### src/rtl/mem_rr_arbiter.sv
// mem_rr_arbiter
// Round-robin arbiter that shares one memory read/write channel between
// NUM_CONSUMERS requesters. Exactly one request is in flight at a time.
//
// Ports
//   clk, reset                      clock, synchronous active-high reset
//   consumer_read_valid/_address    per-consumer read requests (flat vectors)
//   consumer_write_valid/_address/_data  per-consumer write requests
//   consumer_read_ready/_data       one-cycle read completion + returned data
//   consumer_write_ready            one-cycle write completion
//   mem_read_valid/_address, mem_read_ready/_data    memory read channel
//   mem_write_valid/_address/_data, mem_write_ready  memory write channel
//   busy                            high whenever the FSM is not in IDLE
//   grant_id                        consumer currently (or last) served
//   timeout_err                     one-cycle pulse when a request is aborted
//   state_dbg                       raw FSM state for debug/checkers
//
// Handshake semantics (all channels):
//   A requester raises valid and holds it, together with its address/data,
//   until it samples the matching ready high; it drops valid on that same
//   edge. ready is a single-cycle completion pulse. Toward memory, the
//   arbiter holds mem_*_valid and the registered address/data stable until
//   mem_*_ready is sampled high or the wait counter expires.
module mem_rr_arbiter #(
  parameter int ADDR_BITS      = 8,
  parameter int DATA_BITS      = 16,
  parameter int NUM_CONSUMERS  = 4,
  parameter int WRITE_ENABLE   = 1,
  parameter int TIMEOUT_CYCLES = 255
) (
  input  logic                                  clk,
  input  logic                                  reset,
  input  logic [NUM_CONSUMERS-1:0]              consumer_read_valid,
  input  logic [NUM_CONSUMERS-1:0]              consumer_write_valid,
  input  logic [NUM_CONSUMERS*ADDR_BITS-1:0]    consumer_read_address,
  input  logic [NUM_CONSUMERS*ADDR_BITS-1:0]    consumer_write_address,
  input  logic [NUM_CONSUMERS*DATA_BITS-1:0]    consumer_write_data,
  output logic [NUM_CONSUMERS-1:0]              consumer_read_ready,
  output logic [NUM_CONSUMERS-1:0]              consumer_write_ready,
  output logic [NUM_CONSUMERS*DATA_BITS-1:0]    consumer_read_data,
  output logic                                  mem_read_valid,
  input  logic                                  mem_read_ready,
  output logic [ADDR_BITS-1:0]                  mem_read_address,
  input  logic [DATA_BITS-1:0]                  mem_read_data,
  output logic                                  mem_write_valid,
  input  logic                                  mem_write_ready,
  output logic [ADDR_BITS-1:0]                  mem_write_address,
  output logic [DATA_BITS-1:0]                  mem_write_data,
  output logic                                  busy,
  output logic [$clog2(NUM_CONSUMERS)-1:0]      grant_id,
  output logic                                  timeout_err,
  output logic [1:0]                            state_dbg
);

  localparam int GW       = $clog2(NUM_CONSUMERS);
  localparam int CNT_BITS = $clog2(TIMEOUT_CYCLES + 1);

  // Wait-counter value seen in the last WAIT cycle before abort: the counter
  // reaches TIMEOUT_CYCLES on the edge that aborts the request.
  localparam logic [CNT_BITS-1:0] CNT_LAST = CNT_BITS'(TIMEOUT_CYCLES - 1);
  localparam logic [GW-1:0]       LAST_ID  = GW'(NUM_CONSUMERS - 1);

  typedef enum logic [1:0] {
    IDLE       = 2'd0,
    READ_WAIT  = 2'd1,
    WRITE_WAIT = 2'd2,
    RELAY      = 2'd3
  } state_t;

  state_t state_q, state_d;

  logic [GW-1:0]                       rr_ptr_q;
  logic [GW-1:0]                       grant_q;
  logic [CNT_BITS-1:0]                 wait_cnt_q;
  logic                                mem_rd_valid_q;
  logic                                mem_wr_valid_q;
  logic [ADDR_BITS-1:0]                mem_rd_addr_q;
  logic [ADDR_BITS-1:0]                mem_wr_addr_q;
  logic [DATA_BITS-1:0]                mem_wr_data_q;
  logic [NUM_CONSUMERS-1:0]            rd_ready_q;
  logic [NUM_CONSUMERS-1:0]            wr_ready_q;
  logic [NUM_CONSUMERS*DATA_BITS-1:0]  rd_data_q;
  logic                                timeout_q;

  // Effective request vectors; write requests vanish entirely when writes
  // are disabled so they can never win the scan.
  logic [NUM_CONSUMERS-1:0] rd_req;
  logic [NUM_CONSUMERS-1:0] wr_req;

  assign rd_req = consumer_read_valid;
  assign wr_req = (WRITE_ENABLE != 0) ? consumer_write_valid : '0;

  // Round-robin scan starting at rr_ptr_q and wrapping modulo NUM_CONSUMERS.
  logic          scan_found;
  logic [GW-1:0] scan_idx;

  always_comb begin : scan
    int            idx;
    logic [GW-1:0] sel;
    scan_found = 1'b0;
    scan_idx   = '0;
    idx        = 0;
    sel        = '0;
    for (int i = 0; i < NUM_CONSUMERS; i++) begin
      idx = int'(rr_ptr_q) + i;
      if (idx >= NUM_CONSUMERS) idx = idx - NUM_CONSUMERS;
      sel = GW'(idx);
      if (!scan_found && (rd_req[sel] || wr_req[sel])) begin
        scan_found = 1'b1;
        scan_idx   = sel;
      end
    end
  end

  // Read wins over write within the granted consumer.
  logic grant_is_read;
  assign grant_is_read = rd_req[scan_idx];

  // FSM next-state and control strobes.
  logic do_grant;
  logic done_ok;
  logic done_to;

  always_comb begin
    state_d  = state_q;
    do_grant = 1'b0;
    done_ok  = 1'b0;
    done_to  = 1'b0;
    case (state_q)
      IDLE: begin
        if (scan_found) begin
          do_grant = 1'b1;
          state_d  = grant_is_read ? READ_WAIT : WRITE_WAIT;
        end
      end
      READ_WAIT: begin
        if (mem_read_ready) begin
          done_ok = 1'b1;
          state_d = RELAY;
        end else if (wait_cnt_q == CNT_LAST) begin
          done_to = 1'b1;
          state_d = RELAY;
        end
      end
      WRITE_WAIT: begin
        if (mem_write_ready) begin
          done_ok = 1'b1;
          state_d = RELAY;
        end else if (wait_cnt_q == CNT_LAST) begin
          done_to = 1'b1;
          state_d = RELAY;
        end
      end
      RELAY: begin
        // No grant here: the served consumer is only now dropping valid.
        state_d = IDLE;
      end
      default: state_d = IDLE;
    endcase
  end

  always_ff @(posedge clk) begin
    if (reset) state_q <= IDLE;
    else       state_q <= state_d;
  end

  // Datapath registers.
  always_ff @(posedge clk) begin
    if (reset) begin
      rr_ptr_q       <= '0;
      grant_q        <= '0;
      wait_cnt_q     <= '0;
      mem_rd_valid_q <= 1'b0;
      mem_wr_valid_q <= 1'b0;
      mem_rd_addr_q  <= '0;
      mem_wr_addr_q  <= '0;
      mem_wr_data_q  <= '0;
      rd_ready_q     <= '0;
      wr_ready_q     <= '0;
      rd_data_q      <= '0;
      timeout_q      <= 1'b0;
    end else begin
      // Completion strobes are single-cycle by construction.
      rd_ready_q <= '0;
      wr_ready_q <= '0;
      timeout_q  <= 1'b0;

      if (do_grant) begin
        grant_q    <= scan_idx;
        wait_cnt_q <= '0;
        if (grant_is_read) begin
          mem_rd_valid_q <= 1'b1;
          mem_rd_addr_q  <= consumer_read_address[scan_idx*ADDR_BITS +: ADDR_BITS];
        end else begin
          mem_wr_valid_q <= 1'b1;
          mem_wr_addr_q  <= consumer_write_address[scan_idx*ADDR_BITS +: ADDR_BITS];
          mem_wr_data_q  <= consumer_write_data[scan_idx*DATA_BITS +: DATA_BITS];
        end
      end

      if (state_q == READ_WAIT || state_q == WRITE_WAIT) begin
        if (!done_ok) wait_cnt_q <= wait_cnt_q + 1'b1;
        if (done_ok || done_to) begin
          mem_rd_valid_q <= 1'b0;
          mem_wr_valid_q <= 1'b0;
          timeout_q      <= done_to;
          if (state_q == READ_WAIT) begin
            rd_ready_q[grant_q] <= 1'b1;
            // An aborted read returns zero rather than whatever is on the bus.
            rd_data_q[grant_q*DATA_BITS +: DATA_BITS] <= done_ok ? mem_read_data : '0;
          end else begin
            wr_ready_q[grant_q] <= 1'b1;
          end
        end
      end

      if (state_q == RELAY) begin
        rr_ptr_q <= (grant_q == LAST_ID) ? '0 : grant_q + 1'b1;
      end
    end
  end

  assign consumer_read_ready  = rd_ready_q;
  assign consumer_write_ready = (WRITE_ENABLE != 0) ? wr_ready_q : '0;
  assign consumer_read_data   = rd_data_q;
  assign mem_read_valid       = mem_rd_valid_q;
  assign mem_read_address     = mem_rd_addr_q;
  assign mem_write_valid      = (WRITE_ENABLE != 0) ? mem_wr_valid_q : 1'b0;
  assign mem_write_address    = (WRITE_ENABLE != 0) ? mem_wr_addr_q : '0;
  assign mem_write_data       = (WRITE_ENABLE != 0) ? mem_wr_data_q : '0;
  assign busy                 = (state_q != IDLE);
  assign grant_id             = grant_q;
  assign timeout_err          = timeout_q;
  assign state_dbg            = state_q;

endmodule

### config.mk
export PLATFORM = sky130hd
export DESIGN_NAME = mem_rr_arbiter
export DESIGN_NICKNAME = d
export VERILOG_FILES = /design/src/rtl/mem_rr_arbiter.sv
export SDC_FILE = /design/constraint.sdc
export NUM_CORES = 1
export LEC_CHECK = 0
export BUFFER_PORTS_ARGS = -buffer_cell sky130_fd_sc_hd__buf_4
export CAP_MARGIN = 20
export CORE_MARGIN = 3
export CORE_UTILIZATION = 51
export CTS_CLUSTER_DIAMETER = 80
export DETAILED_ROUTE_END_ITERATION = 8
export PLACE_DENSITY = 0.94
export SKIP_CTS_REPAIR_TIMING = 1
export SKIP_LAST_GASP = 1
export SLEW_MARGIN = 20
export SYNTH_ARGS = -nofsm -noshare
export SYNTH_HDL_FRONTEND = slang
export SYNTH_SLANG_ARGS = --single-unit
### constraint.sdc
create_clock -name clk -period 4.25 [get_ports clk]
set_input_delay 0.2125 -clock clk [delete_from_list [all_inputs] [get_ports clk]]
set_output_delay 0.2125 -clock clk [all_outputs]
set_load 0.02 [all_outputs]
==> qor.csv <==
metric,value,unit
outcome,"finished, violations left",
failing checks,DRC,
synth warn,0,
Cells after Synth,688,
DR DRC count,2,
Post-Route WL,20100,um
Final Hold Violating Endpoints,0,
overall power,4020,uW
largest net degree at the start of global routing,80,
drt first-iter violations,816,
hold depth,3,
die area,12700,um^2
Leakage,0.00356,uW
unique cell type count in the Yosys netlist,50,
pwr/cell area,474,nW/um^2
die outline height,113,um
WL/cell,18.6,um
Crit Path Max Fanout,16,
clock tree buffer depth,2,
row count,38,
initial antenna violation count,0,
Worst setup EP type,register,
CTS Sinks,121,
area delta synth->final,45.7,%
IO Count,268,
post-route insts no fill,1082,
TritonCTS Buffers,17,
minimum clock period,2.96,ns
global-route wire length before repair,30900,um
Initial Utilization,52.9,%
die width,113,um
layout cells sized above 1,34.8,%
Synth area leader,dfxtp_1,
GP Congestion,0.910,
Post-Syn Area,5810,um^2
worst endpoint required time,4.57,ns
n_diodes,0,
routed vias,6477,
GRT overflow,0,
post-synth top area share,41.7,%
placed cell area,7890,um^2
Avg Inst Size Synth,8.45,um^2
VDD IR-drop max,0.000359,V
r2r setup slk,1.29,ns
R2R cell count,8,
r2r startpoint,state_dbg[0],
Worst Clk Skew,0.0125,ns
Inst Count DP,1050,
DPL Wire Length,14200,um
Max Fclk,0.337,GHz
Slew Limit Fails,0,
"CTS clk-pin slew, worst paths",0.07,ns
startpoint types,register,
register area share after synthesis,41.7,%
DRT antenna net count,0,
Max Cap Violations,0,
drt first pass iters,9,
Worst EP arrival,3.28,ns
H-tree Lvls,4,
vias in the first global route,6168,
CTS tree,done,
design area,8470,um^2
worst reg2reg endpoint,consumer_read_data[24],
Syn Nets,861,
RSZ-0062 raised after global routing,no,
nets,1102,
Clock Latency Late Sink,0.41,ns
final setup fails,0,
critical path type,register to register,
hold crit path type,input port to register,
worst min-delay path endpoint,consumer_read_data[41],
Worst Min Path Start,mem_read_data[9],
largest cells by area after synthesis,"dfxtp_1, a21oi_1, nand3_1",
Min Hold Slack,0.0977,ns
"Period Utilization, post-route",69.8,%
Fillers,742,
"flops & latches, synth",121,
setup tns final,0,ns
Root Driver,clkbuf_16,
DR vias/cell,5.99,
slew margin rel.,28.8,%
Total Routing Usage GR,30.1,%
Worst-Margin Slew,1.07,ns
core area,11000,um^2
Port Buffers,267,
-- how the worst max path moves through the flow --
stage                      startpoint                      to  slack (ns)  depth (start not counted)
2_1_floorplan             grant_id[0]  consumer_read_data[22]        1.78                          7
3_3_place_gp   consumer_read_valid[1]      mem_write_data[14]        1.60                          7
3_5_place_dp   consumer_read_valid[1]      mem_write_data[14]        1.47                          7
4_1_cts                  state_dbg[0]  consumer_read_data[13]        1.34                          8
5_1_grt                  state_dbg[0]  consumer_read_data[13]        1.12                          8
6_report                 state_dbg[0]  consumer_read_data[24]        1.29                          8
-- layer usage --
metal	GRT usage [%]	vias to the layer above	wire [um]
met5	0	-	0
met4	15.5	0	883
met3	9.52	68	2070
met2	51.9	411	10000
met1	33.1	3008	7180
li1	-	2990	-
-- where the power goes --
part	internal, uW	switching (uW)
registers	1260	93.0
logic	533	740
clock network	786	607
-- synthesized netlist by cell type (all sizes together) --
library cell  instances
nand2                75
o32a                  1
o21ai                45
o21bai                1
and3                  4
nand3                71
clkbuf               36
nor3                  7
nor4                  5
nand3b                1
a21oi               101
a2111oi               3
nand4                 3
nand2b                3
or3                   1
a2111o                1
or4                   2
o21a                  1
buf                  18
o31a                  1
a211oi                2
a22o                 32
ha                   17
o311ai                8
mux2i                35
or2                   1
nor2                 22
a21boi                1
nor4b                 1
nor3b                 2
inv                   9
a22oi                26
a31o                  1
xor2                  5
or3b                  1
xnor2                 1
dfxtp               121
o211ai                1
o21ba                 2
and2                 16
nor2b                 2
a31oi                 2
-- final cells by class --
type	count	area, um^2	area share [%]
clock buffer	17	425	5.02
clock inverter	15	150	1.77
inverter	9	33.8	0.399
multi-input combinational	504	3180	37.5
sequential	121	2420	28.6
tap	140	175	2.07
timing repair buffer	276	2080	24.6
-- flip-flops by register name (all words and copies together), names as in the netlist, 4 cells and up --
name and cells:
mem_read_address 8, consumer_write_ready 4, consumer_read_ready 4, mem_write_data 16
wait_cnt_q 8, consumer_read_data 64, mem_write_address 8
-- layout by cell type (no fill, tap or decap), types with 2 or more instances in the layout --
cell type,count
or4_1,2
nor2_1,21
and3_2,2
o21ai_0,43
a21oi_1,100
buf_4,275
nor3b_1,2
and3_1,2
nand2_1,75
inv_8,8
nand4_1,3
nand3_1,71
a2111oi_2,2
nor2b_1,2
inv_1,9
dfxtp_1,121
o21ba_2,2
a22oi_1,26
nor4_2,4
nor3_2,2
clkbuf_16,17
mux2i_1,35
o21ai_1,2
inv_6,4
a22o_1,32
clkinv_4,2
o311ai_0,8
ha_1,17
nand2b_1,3
and2_1,16
nor3_1,5
xor2_1,5
-- metrics by stage --
step	utilization, %	setup slack [ns]
final	77.1	1.29
after global routing	77.1	1.12
after CTS	77.1	1.34
after detailed placement	71.9	1.47
after global placement	71.9	1.60
after floorplan	-	1.78
-- worst max-delay path, cell delays in order (launching register included) --
cell,delay (ns)
dfxtp_1,0.46
inv_1,0.14
ha_1,0.36
inv_1,0.05
a2111o_1,0.45
a21boi_2,0.31
and2_1,0.60
nand3_1,0.23
a21oi_1,0.26
-- cells by family (layout without fill, tap and decap cells) --
logic type	count (synthesis)	count (layout)	share of synthesized area (%)
multiplexers	35	35	6.03
adder cells (fa/ha/maj)	17	17	3.66
buffers and inverters	63	317	4.63
flip-flops	121	121	41.7
AND/OR/NAND/NOR	217	217	18.1
AO/OA/AOI/OAI	229	229	25.0
XOR/XNOR	6	6	0.904
Power figures use the tool's default switching activity.
